[src/rtl/shifter_pkg.sv]
// rtl/shifter_pkg.sv - shared types and constants for the shifter datapath
package shifter_pkg;

   typedef enum logic {OUT_EMPTY, OUT_FULL} out_state_t;

   localparam logic BIT_ORDER_MSB = 1'b0;
   localparam logic BIT_ORDER_LSB = 1'b1;

endpackage

[src/rtl/deser_out_reg.sv]
// rtl/deser_out_reg.sv - one-entry valid/ready holding register with overrun pulse
module deser_out_reg
   import shifter_pkg::*;
#(
   parameter int WIDTH = 8
) (
   input  logic             clk,
   input  logic             rst_n,
   input  logic             load,
   input  logic [WIDTH-1:0] word,
   input  logic             outReady,
   output logic [WIDTH-1:0] outData,
   output logic             outValid,
   output logic             overrun
);

   out_state_t       state, state_nxt;
   logic [WIDTH-1:0] data_nxt;
   logic             ovr_nxt;

   always_comb begin
      state_nxt = state;
      data_nxt  = outData;
      ovr_nxt   = 1'b0;
      case (state)
         OUT_EMPTY: begin
            if (load) begin
               state_nxt = OUT_FULL;
               data_nxt  = word;
            end
         end
         OUT_FULL: begin
            // A completion in the handshake cycle refills the slot; without the handshake it is dropped.
            if (load && outReady) begin
               data_nxt = word;
            end else if (load) begin
               ovr_nxt = 1'b1;
            end else if (outReady) begin
               state_nxt = OUT_EMPTY;
            end
         end
         default: state_nxt = OUT_EMPTY;
      endcase
   end

   always_ff @(posedge clk or negedge rst_n) begin
      if (!rst_n) begin
         state    <= OUT_EMPTY;
         outData  <= '0;
         outValid <= 1'b0;
         overrun  <= 1'b0;
      end else begin
         state    <= state_nxt;
         outData  <= data_nxt;
         outValid <= (state_nxt == OUT_FULL);
         overrun  <= ovr_nxt;
      end
   end

endmodule

[src/rtl/byte_deserializer.sv]
// rtl/byte_deserializer.sv - serial-to-parallel receiver with per-word bit order
module byte_deserializer
   import shifter_pkg::*;
#(
   parameter int WIDTH = 8
) (
   input  logic             clk,
   input  logic             rst_n,
   input  logic             bitIn,
   input  logic             bitValid,
   input  logic             lsbFirst,
   input  logic             frameClr,
   output logic [WIDTH-1:0] outData,
   output logic             outValid,
   input  logic             outReady,
   output logic             overrun,
   output logic             busy
);

   localparam int CW = $clog2(WIDTH + 1);

   logic [WIDTH-1:0] sh, sh_nxt, sh_shift;
   logic [CW-1:0]    cnt, cnt_nxt;
   logic             ordL, ordL_nxt, ord_eff;
   logic             accept, complete;

   always_comb begin
      // The order input only matters on the first bit of a word.
      ord_eff  = (cnt == '0) ? lsbFirst : ordL;
      sh_shift = (ord_eff == BIT_ORDER_LSB) ? {bitIn, sh[WIDTH-1:1]}
                                            : {sh[WIDTH-2:0], bitIn};
      accept   = bitValid && !frameClr;
      complete = accept && (cnt == CW'(WIDTH - 1));

      sh_nxt   = sh;
      cnt_nxt  = cnt;
      ordL_nxt = ordL;
      if (frameClr) begin
         sh_nxt  = '0;
         cnt_nxt = '0;
      end else if (accept) begin
         sh_nxt   = sh_shift;
         ordL_nxt = ord_eff;
         cnt_nxt  = complete ? '0 : cnt + CW'(1);
      end
   end

   always_ff @(posedge clk or negedge rst_n) begin
      if (!rst_n) begin
         sh   <= '0;
         cnt  <= '0;
         ordL <= BIT_ORDER_MSB;
      end else begin
         sh   <= sh_nxt;
         cnt  <= cnt_nxt;
         ordL <= ordL_nxt;
      end
   end

   assign busy = (cnt != '0);

   deser_out_reg #(.WIDTH(WIDTH)) u_out_reg (
      .clk      (clk),
      .rst_n    (rst_n),
      .load     (complete),
      .word     (sh_shift),
      .outReady (outReady),
      .outData  (outData),
      .outValid (outValid),
      .overrun  (overrun)
   );

endmodule

[config.mk]
export PLATFORM = sky130hd
export DESIGN_NAME = byte_deserializer
export DESIGN_NICKNAME = d
export VERILOG_FILES = /design/src/rtl/shifter_pkg.sv /design/src/rtl/deser_out_reg.sv /design/src/rtl/byte_deserializer.sv
export SDC_FILE = /design/constraint.sdc
export NUM_CORES = 1
export LEC_CHECK = 0
export BUFFER_PORTS_ARGS = -buffer_cell sky130_fd_sc_hd__buf_4
export CAP_MARGIN = 40
export CORE_MARGIN = 3
export CORE_UTILIZATION = 36
export DETAILED_ROUTE_END_ITERATION = 6
export GPL_TIMING_DRIVEN = 0
export PLACE_DENSITY_LB_ADDON = 0.08
export SLEW_MARGIN = 20
export SYNTH_ARGS = -nofsm -noshare
export SYNTH_HDL_FRONTEND = slang
export SYNTH_SLANG_ARGS = --single-unit
[constraint.sdc]
create_clock -name clk -period 1.55 [get_ports clk]
set_input_delay 0.31 -clock clk [delete_from_list [all_inputs] [get_ports clk]]
set_output_delay 0.31 -clock clk [all_outputs]
set_load 0.02 [all_outputs]
Yosys cells after proc, flatten, opt, wreduce, memory -nomap -nowiden
Cells that the tools add are included.
Word-level totals
  register bits after elaboration: 23
  input bits: 7
  output and inout port bits: 11
  logic and storage cells: 38
Operators by class
  add/sub/neg operators: 1
  eq/ne operators: 3
  mux-type cells: 17
  bitwise operators: 2
  reductions and logical operators: 9
Operators with widths (count)
  8-bit two-way mux: 5
  8-bit case mux with 2 select lines: 1
  4-bit two-way mux: 3
  1-bit two-way mux: 7
  4-bit by 1-bit adder with 4-bit output, second input constant: 1
  4-bit by 3-bit equality test with 1-bit output, second input constant: 1
  4-bit logical NOT: 1
  2-bit AND reduction: 2
  4-bit nonzero test: 1
  1-bit logical AND: 3
  2-bit by 1-bit inequality test with 1-bit output, second input constant: 1
  2-bit inequality test, second input constant: 1
  1-bit inverter: 2
  1-bit case mux with 2 select lines: 1
  2-bit nonzero test: 1
  1-bit logical NOT: 1

Logic depth before layout (Yosys ltp)
Gate-level depths: netlist of run 1.
  word-level depth: 6
  depth in mapped cells: 6
  depth with buffers taken out: 5

By module
Synthesis of run 1 repeated with hierarchy kept, for this count alone.
Second synthesis, totals
  cell total of the unflattened synthesis: 106
  area, all modules: 1234.9 um2
Modules (own cells, without submodules)
  byte_deserializer: times used 1, cells an instance 83, area an instance 828.3 um2, sequential area each 325.3 um2
  deser_out_reg: times used 1, cells an instance 23, area an instance 406.6 um2, sequential area each 250.2 um2

Worst setup path after synthesis of run 1
Ideal clock, no wire load.
  path type: flip-flop to flip-flop
  start point: reg cnt[0]
  end point: reg u_out_reg.outData[0]
  setup time: 0.125 ns
  data arrival time: 1.370 ns
  data required time: 1.425 ns
  slack: 0.055 ns
  cell stages (with the launch flop): 6
  path buffers: 1
  clock period less this slack: 1.495 ns
  path through: dfrtp_1 ha_1 nand2_4 nor4b_4 buf_6 mux2_4
On the way
  longest elaborated chain between the ends: 5
  elaborated cells between the ends (all ways): 12
  those cells by class: eq/ne (3); mux (5); reduce/logical (4)
Ends and longest elaborated chain
  start: declaration: line byte_deserializer.sv:23  | logic [CW-1:0] cnt, cnt_nxt;
  start signal: assignment: line byte_deserializer.sv:55  | cnt <= cnt_nxt;
  4-bit logical NOT or 4-bit by 3-bit equality test with 1-bit output (tied branches): line byte_deserializer.sv:29, byte_deserializer.sv:33
  1-bit two-way mux or 1-bit logical AND (tied branches): line byte_deserializer.sv:29, byte_deserializer.sv:33
  8-bit two-way mux or 1-bit logical AND (tied branches): line byte_deserializer.sv:30, deser_out_reg.sv:34
  8-bit two-way mux (tied with other cells): line deser_out_reg.sv:34  | if (load && outReady) begin
  8-bit case mux with 2 select lines or 2-bit AND reduction (tied branches)
  end signal: assignment: line deser_out_reg.sv:54  | outData <= data_nxt;
  end: declaration: line deser_out_reg.sv:12  | output logic [WIDTH-1:0] outData,
Several ways; a longest one is shown, not always the timed one. The select of a mux whose other input is x is not followed.
A chain may end at the register's enable or synchronous reset.

Worst setup path after layout of run 1
  start point: reg cnt[0]
  end point: out busy
On the way
  longest elaborated chain between the ends: 1
Ends and longest elaborated chain
  4-bit nonzero test: line byte_deserializer.sv:60  | assign busy = (cnt != '0);
  end: declaration: line byte_deserializer.sv:17  | output logic busy
Every way passes these cells.

==> results of run 1 <==
final timing paths:
kind	startpoint	to	slack, ns	cells past startpoint
min reg2reg	u_out_reg.outData[6]	u_out_reg.outData[6]	0.53	2
max reg2reg	cnt[0]	u_out_reg.outData[1]	-0.12	8
max in group asynchronous	rst_n	cnt[1]	0.90	2
min in group asynchronous	rst_n	sh[5]	0.41	2
min	outReady	u_out_reg.overrun	0.28	3
max	cnt[0]	busy	-0.12	6
timing repair:
action,CTS,global route
pin swaps,1,0
setup buffers,6,3
hold buffers,1,0
gates resized for setup,10,23
endpoints found under the hold margin,23,0
endpoints found under the setup margin,14,18
final cells by class:
class / count / area share, %
multi-input combinational: 72 / 43.15
inverter: 11 / 2.591
sequential: 23 / 34.05
buffer: 7 / 3.257
clock buffer: 4 / 1.554
tap: 46 / 3.405
timing repair buffer: 23 / 11.99
Yosys cell counts (all sizes together):
master,instances,area [µm²]
o211ai,1,7.510
a21oi,2,10.01
nand3,1,5.000
xor2,1,8.760
a31o,2,17.52
nand4,1,6.260
ha,2,25.02
clkinv,1,3.750
nand2b,3,18.77
inv,10,37.54
nor2,3,11.26
mux2,9,112.6
nor3b,3,27.52
nor4b,1,23.77
mux2i,25,250.2
nand2,10,45.04
o22ai,6,37.54
dfrtp,23,575.6
buf,7,55.05
or3,2,12.51
metal layers:
layer,vias to the layer above,wire length [µm],track usage [%]
li1,447,-,-
met4,0,52,6.995
met5,-,0,0
met2,12,1211,20.15
met1,435,1347,18.14
met3,5,72,1.701
power breakdown:
part / internal (mW) / switching [mW] / leakage (nW)
clock network: 0.101 / 0.182 / 0.0150
registers: 0.616 / 0.00949 / 0.286
logic: 0.144 / 0.139 / 0.492
sequential cells by signal (all words and copies together), names as in the netlist:
| register | flops |
|---|---|
| sh | 8 |
| cnt | 4 |
| u_out_reg.outData | 8 |
| u_out_reg.overrun | 1 |
| u_out_reg.outValid | 1 |
| ordL | 1 |
logic make-up after synthesis:
family | after synthesis | share of synthesized area, %
multiplexers | 34 | 28.10
flip-flops | 23 | 44.57
XOR/XNOR | 1 | 0.6784
buffers and inverters | 18 | 7.461
adder cells (fa/ha/maj) | 2 | 1.938
AO/OA/AOI/OAI | 11 | 5.621
AND/OR/NAND/NOR | 24 | 11.63
through the flow:
step / total power [mW] / utilization (%)
floorplan: 0.7825 / -
global placement: 0.8363 / 42.89
detailed placement: 0.8411 / 42.89
CTS: 1.158 / 46.70
global route: 1.253 / 49.87
finish: 1.190 / 49.87
worst max-delay path, cell delays in order (launching register included):
cell	delay (ns)
dfrtp_1	0.41
inv_2	0.08
ha_4	0.12
nor3b_4	0.17
buf_6	0.13
inv_4	0.03
buf_6	0.11
==> results.toml, run 1 <==
[floorplanning]
placeableCoreArea_um2 = 3390
die_y_um = 65.89
die-width_um = 65.89
start_util_pct = 38.10
rows = 21
floorplan.die_area_um2 = 4341
io-pin-count = 18

[global_route]
grt_antenna_before_repair = 0
grt_pass1_wl_mm = 4.353
grt_pass1_vias = 892
track_usage_pct = 13.23
largest_net_degree_at_the_start_of_global_routing = 24
grt_overflow = 0

[logic_synthesis]
avgSynthCellArea_um2 = 11.43
yosysUniqueCellTypes = 25
synthesis.instances = 113
synth_net_count = 122
yosys_warnings = 0
postSynthRegisterBits = 23
synth_sequential_area_ratio_pct = 44.57
post_synth_instance_area_um2 = 1291

[route]
avgRoutedWirePerCell_um = 14.42
initialDrtViolationCount = 16
routed-via-count = 899
detailedRoute.firstPassIterationCount = 4
postRouteAntennaNets = 0
viasPerCell = 4.833
drc = 0
total_length_of_routed_wires_mm = 2.683

[status]
violations = "negative setup slack"
run_status = "complete, but fails checks"

[final_layout]
post-route-cell-area_um2 = 1690
layout.area.seq_um2 = 575.6
final.fill_count = 325
post_layout_nonfiller_instances = 186
layout-drive-gt1-share_pct = 40.00
area_growth_pct = 30.91
insertedDiodeCount = 0
nNetsFinal = 150
multi_input_comb_area_um2 = 729.5
final_cell_mix = "mux2i_1 (23), dfrtp_1 (23), buf_4 (21)"

[sta]
slew_viols_final = 0
final.setup_skew_ns = 0.005408
rsz0062_at_grt = "yes"
relSlewSlack_pct = 76.73
minimum_hold_slack_ns = 0.2786
fin_ws_ns = -0.1180
final-setup-viol-count = 15
timing.final.crit_share_pct = 107.6
finalCriticalPeriod_ns = 1.668
worst_slew_pin_tran_ns = 0.3482
max_clock_freq_mhz = 599.5
hold_viol_final = 0
setup_total_negative_slack_ns = -0.5582

[placed_design]
place_ws_ns = -0.03684
place.gp.congestion = 0.7688
dp_hpwl_mm = 1.729
portBuffers = 14
placed_cell_area_um2 = 1454
numPlacedInstances = 173

[clock_network]
cts.root.buffer_cell = "clkbuf_4"
cts-htree-levels = 1
clock_path_buffers = 2
clkSinkCount = 23
clock_latency_ns = 0.31
clkTransAtPathRegs_ns = 0.12
tritoncts.num_buffers = 3
cts_tree = "done"

[critical_path]
worst-endpoint-required_ns = 1.24
timing.setup.critical_path_class = "flop to output port"
critPathMaxFanout = 2
setup.worst_path.start_class = "flop"
end_kind = "output port"
critPathArrivalTime_ns = 1.36

[pwr]
leakage_power_nw = 0.7927
ir_worst_vdd_mv = 0.3688
power_per_cell_area_nw_per_um2 = 704.2

[job]
max_cap_viol_count = 0

[min_path]
type_of_the_tightest_min_delay_check = "input pin to flop"
Note: power is estimated with default switching activity, not from simulation.
==> run 2: changes to the inputs <==
Settings changed: CORE_UTILIZATION 36 to 50.
==> run 2 against run 1 <==
Net effect:
- via count rose by 4.7%
- flip-flop and latch count did not move
- the run still ends with negative setup slack left
- critical path depth did not move
- largest cell class unchanged
- non-clock buffer count rose by 2
- critical endpoint unchanged
- routed wire length rose by 5.6%
- final cell count fell by 8.6%
- core utilization rose by 20 points
==> results.toml, run 2 (same netlist as run 1, synthesis figures left out) <==
[final_layout]
nNetsFinal = 152
post-route-cell-area_um2 = 1644
final_cell_mix = "buf_4 (23), mux2i_1 (23), dfrtp_1 (23)"
layout-drive-gt1-share_pct = 36.62
reg_top3 = "sh: 8 flops, u_out_reg.outData: 8 flops, cnt: 4 flops"
insertedDiodeCount = 0
area_growth_pct = 27.33

[floorplanning]
floorplan.die_area_um2 = 3229
start_util_pct = 55.19
placeableCoreArea_um2 = 2340
die-width_um = 56.82
rows = 17
io-pin-count = 18
die_y_um = 56.82

[placed_design]
place_ws_ns = -0.1043
dp_hpwl_mm = 1.724
portBuffers = 14
placed_cell_area_um2 = 1431
place.gp.congestion = 0.7096

[route]
postRouteAntennaNets = 0
initialDrtViolationCount = 21
total_length_of_routed_wires_mm = 2.834
avgRoutedWirePerCell_um = 16.67
viasPerCell = 5.535
drc = 0
routed-via-count = 941
detailedRoute.firstPassIterationCount = 4

[sta]
rsz0062_at_grt = "yes"
final.setup_skew_ns = 0.004048
max_clock_freq_mhz = 581.1
timing.final.crit_share_pct = 111.0
relSlewSlack_pct = 81.82
finalCriticalPeriod_ns = 1.721
fin_ws_ns = -0.1709
final-setup-viol-count = 16
hold_viol_final = 0
slew_viols_final = 0
worst_slew_pin_tran_ns = 0.2651
minimum_hold_slack_ns = 0.2674

[pwr]
power_per_cell_area_nw_per_um2 = 721.9
ir_worst_vdd_mv = 0.5540
leakage_power_nw = 0.7872

[clock_network]
cts-htree-levels = 1
cts_tree = "done"
clock_path_buffers = 2
clkTransAtPathRegs_ns = 0.13
tritoncts.num_buffers = 3
clock_latency_ns = 0.32
clkSinkCount = 23
cts.root.buffer_cell = "clkbuf_4"

[status]
run_status = "complete, but fails checks"
violations = "negative setup slack"

[global_route]
grt_overflow = 0
track_usage_pct = 19.46
grt_pass1_vias = 933
grt_antenna_before_repair = 0
grt_pass1_wl_mm = 4.726
largest_net_degree_at_the_start_of_global_routing = 24

[critical_path]
critPathMaxFanout = 3
timing.setup.critical_path_class = "flop to output port"
reg2reg_depth = 7
reg2reg_to = "u_out_reg.outData[0]"
reg2reg_setup_slack_ns = -0.12
end_kind = "output port"
critPathArrivalTime_ns = 1.41
crit_path_start = "cnt[0]"
setup.worst_path.start_class = "flop"
regToRegStartpoint = "cnt[1]"
worst-endpoint-required_ns = 1.24

[min_path]
timing.hold.worst_endpoint = "u_out_reg.overrun"
type_of_the_tightest_min_delay_check = "input pin to flop"
min_delay_path_depth = 3
hold_path_startpoint = "outReady"

[job]
max_cap_viol_count = 0
## run 2: layer usage
layer,vias to the layer above,global-route usage (%),routed length (µm)
li1,450,-,-
met1,464,24.21,1287
met2,23,32.51,1372
met3,4,4.138,137
met4,0,7.947,38
met5,-,0,0
## run 2: timing repair
item	CTS	global route
pin swaps	1	0
gates resized for setup	16	5
setup endpoints to repair	14	18
setup buffers	10	2
hold buffers	1	0
hold endpoints to repair	23	0
## run 2: cell type report
type                            instances  area, µm²
Buffer                                  7      55.05
Timing Repair Buffer                   25      214.0
Tap cell                               28      35.03
Inverter                               11      41.29
Sequential cell                        23      575.6
Fill cell                             193      695.7
Clock buffer                            4      26.28
Multi-Input combinational cell         72      696.9
## run 2: where the power goes
part	total [mW]	internal (mW)	switching [mW]
Sequential	0.625	0.616	0.00985
Combinational	0.271	0.136	0.134
Clock	0.291	0.101	0.190
## run 2: how the worst max path moves through the flow
| stage | slack [ns] | depth (start not counted) | to |
|---|---|---|---|
| 4_1_cts | -0.15 | 6 | busy |
| 2_1_floorplan | 0.05 | 5 | u_out_reg.outData[0] |
| 6_report | -0.17 | 6 | busy |
| 3_3_place_gp | -0.02 | 5 | u_out_reg.outData[0] |
| 3_5_place_dp | -0.10 | 5 | u_out_reg.outData[0] |
| 5_1_grt | -0.23 | 6 | busy |
## run 2: through the flow
step	TNS (ns)	util (%)	std cells	power, mW
3_3_place_gp	-0.06035	61.18	155	0.8308
6_report	-1.348	70.27	170	1.187
2_1_floorplan	0	-	113	0.7825
3_5_place_dp	-0.5053	61.18	155	0.8361
4_1_cts	-0.8130	68.61	169	1.164
5_1_grt	-2.348	70.27	170	1.235
## run 2: critical path, cell delays in order, from the launching register on
cell and delay [ns]:
dfrtp_1 0.42, inv_2 0.09, ha_4 0.12, nor3b_4 0.18, buf_6 0.12, inv_1 0.04, buf_6 0.12
==> run 3: changes to the inputs <==
Settings changed: SETUP_SLACK_MARGIN set to 0.2.
==> run 3 against run 2 <==
Net effect:
- global-route usage shrank 0.44 points
- fmax up 1.8%
- combinational power decreased by 3%
- largest power group unchanged
- final area is 1.1% lower
- setup slack gained 0.030 ns
- die area stayed put
- count of clock-buffer cells in the layout decreased by 1
- register-to-register slack about the same
- the flow still finishes with violations (negative setup slack)
- via count is 0.85% lower
==> results.toml, run 3 (same netlist as run 1, synthesis figures left out) <==
[critical_path]
max_stage_delay_ns = 0.42
reg2reg_to = "u_out_reg.outData[5]"
critPathArrivalTime_ns = 1.38
regToRegStartpoint = "cnt[0]"
worst-endpoint-required_ns = 1.24
slowest_stage = "dfrtp_1"
critPathMaxFanout = 2
worstPathCellList = "inv_2 -> ha_4 -> nor3b_4 -> buf_6 -> inv_2 -> buf_6"
reg2reg_setup_slack_ns = -0.11
end_kind = "output port"
setup.worst_path.start_class = "flop"
reg2reg_depth = 7
crit_path_start = "cnt[0]"
path_buf_inv = 4
cp_top_family = "flip-flops"
timing.setup.critical_path_class = "flop to output port"

[global_route]
largest_net_degree_at_the_start_of_global_routing = 24
grt_pass1_vias = 1007
grt_antenna_before_repair = 0
track_usage_pct = 19.02
grt_overflow = 0
grt_pass1_wl_mm = 4.726

[final_layout]
layout-drive-gt1-share_pct = 38.41
final.fill_count = 181
area_growth_pct = 25.97
insertedDiodeCount = 0
post-route-cell-area_um2 = 1627
nNetsFinal = 148
reg_top3 = "sh: 8 flops, u_out_reg.outData: 8 flops, cnt: 4 flops"
utilization_pct = 69.52
final_cell_mix = "mux2i_1 (23), dfrtp_1 (23), buf_4 (20)"

[clock_network]
clkTransAtPathRegs_ns = 0.13
clock_latency_ns = 0.32
clkSinkCount = 23
cts-htree-levels = 1
clock_path_buffers = 2
cts.root.buffer_cell = "clkbuf_4"
cts_tree = "done"
tritoncts.num_buffers = 3

[placed_design]
placed_cell_area_um2 = 1461
portBuffers = 14
place.gp.congestion = 0.7480
dp_hpwl_mm = 1.750
place_ws_ns = -0.009639

[floorplanning]
die_y_um = 56.82
placeableCoreArea_um2 = 2340
rows = 17
floorplan.die_area_um2 = 3229
die-width_um = 56.82
io-pin-count = 18
start_util_pct = 55.19

[pwr]
leakage_power_nw = 0.7839
ir_worst_vdd_mv = 0.6240
power_per_cell_area_nw_per_um2 = 723.0

[route]
detailedRoute.firstPassIterationCount = 2
avgRoutedWirePerCell_um = 16.95
postRouteAntennaNets = 0
viasPerCell = 5.620
initialDrtViolationCount = 11
routed-via-count = 933
total_length_of_routed_wires_mm = 2.813
drc = 0

[status]
run_status = "complete, but fails checks"
violations = "negative setup slack"

[sta]
final-setup-viol-count = 18
finalCriticalPeriod_ns = 1.691
fin_ws_ns = -0.1413
timing.final.crit_share_pct = 109.1
max_clock_freq_mhz = 591.2
relSlewSlack_pct = 78.10
minimum_hold_slack_ns = 0.2644
slew_viols_final = 0
hold_viol_final = 0
final.setup_skew_ns = 0.002935
rsz0062_at_grt = "yes"
worst_slew_pin_tran_ns = 0.3265

[min_path]
timing.hold.worst_endpoint = "cnt[3]"
min_delay_path_depth = 2
hold_path_startpoint = "frameClr"
type_of_the_tightest_min_delay_check = "input pin to flop"

[job]
max_cap_viol_count = 0
-- run 3: how the worst max path moves through the flow --
stage                                end  slack (ns)  cells past startpoint
finish                              busy       -0.14                      6
global route                        busy       -0.22                      6
CTS                                 busy       -0.13                      6
detailed placement  u_out_reg.outData[5]       -0.01                      6
global placement    u_out_reg.outData[1]        0.03                      5
floorplan           u_out_reg.outData[0]        0.11                      5
-- run 3: worst register-to-register path: stages (launching register included) --
cell and delay, ns:
dfrtp_1 0.42, inv_2 0.08, ha_4 0.12, nor3b_4 0.17
buf_6 0.13, buf_6 0.18, mux2_4 0.33, mux2i_1 0.17
-- run 3: final cells by class --
type,count,area [µm²],area share (%)
well taps,28,35.03,2.154
repair buffers,21,180.2,11.08
plain buffers,7,55.05,3.385
clock inverters,1,5.005,0.3077
inverters,11,41.29,2.538
flip-flops and latches,23,575.6,35.38
multi-input cells,72,711.9,43.77
clock buffers,3,22.52,1.385
-- run 3: per-stage QoR --
step	std cells	TNS (ns)	total power, mW
finish	166	-1.357	1.176
global route	166	-2.737	1.233
CTS	165	-1.501	1.167
detailed placement	155	-0.009639	0.8517
global placement	155	0	0.8464
floorplan	113	0	0.7977
-- run 3: per-layer routing --
| metal | share of wire (%) | track usage (%) |
|---|---|---|
| met5 | 0 | 0 |
| met4 | 1.7 | 8.609 |
| met3 | 1.9 | 3.448 |
| met2 | 54 | 31.85 |
| met1 | 42 | 23.61 |
-- run 3: power by group --
part / internal (mW) / total [mW] / leakage (nW) / switching (mW)
clock: 0.0966 / 0.288 / 0.0177 / 0.191
combinational: 0.129 / 0.262 / 0.480 / 0.133
sequential: 0.616 / 0.627 / 0.286 / 0.0108
total: 0.842 / 1.18 / 0.784 / 0.334
-- run 3: what timing repair did --
action	CTS	global route
gates resized for setup	9	6
hold buffers	1	0
setup endpoints to repair	18	20
hold endpoints to repair	23	0
buffers inserted	5	1
gates cloned	0	0
pin swaps	1	1
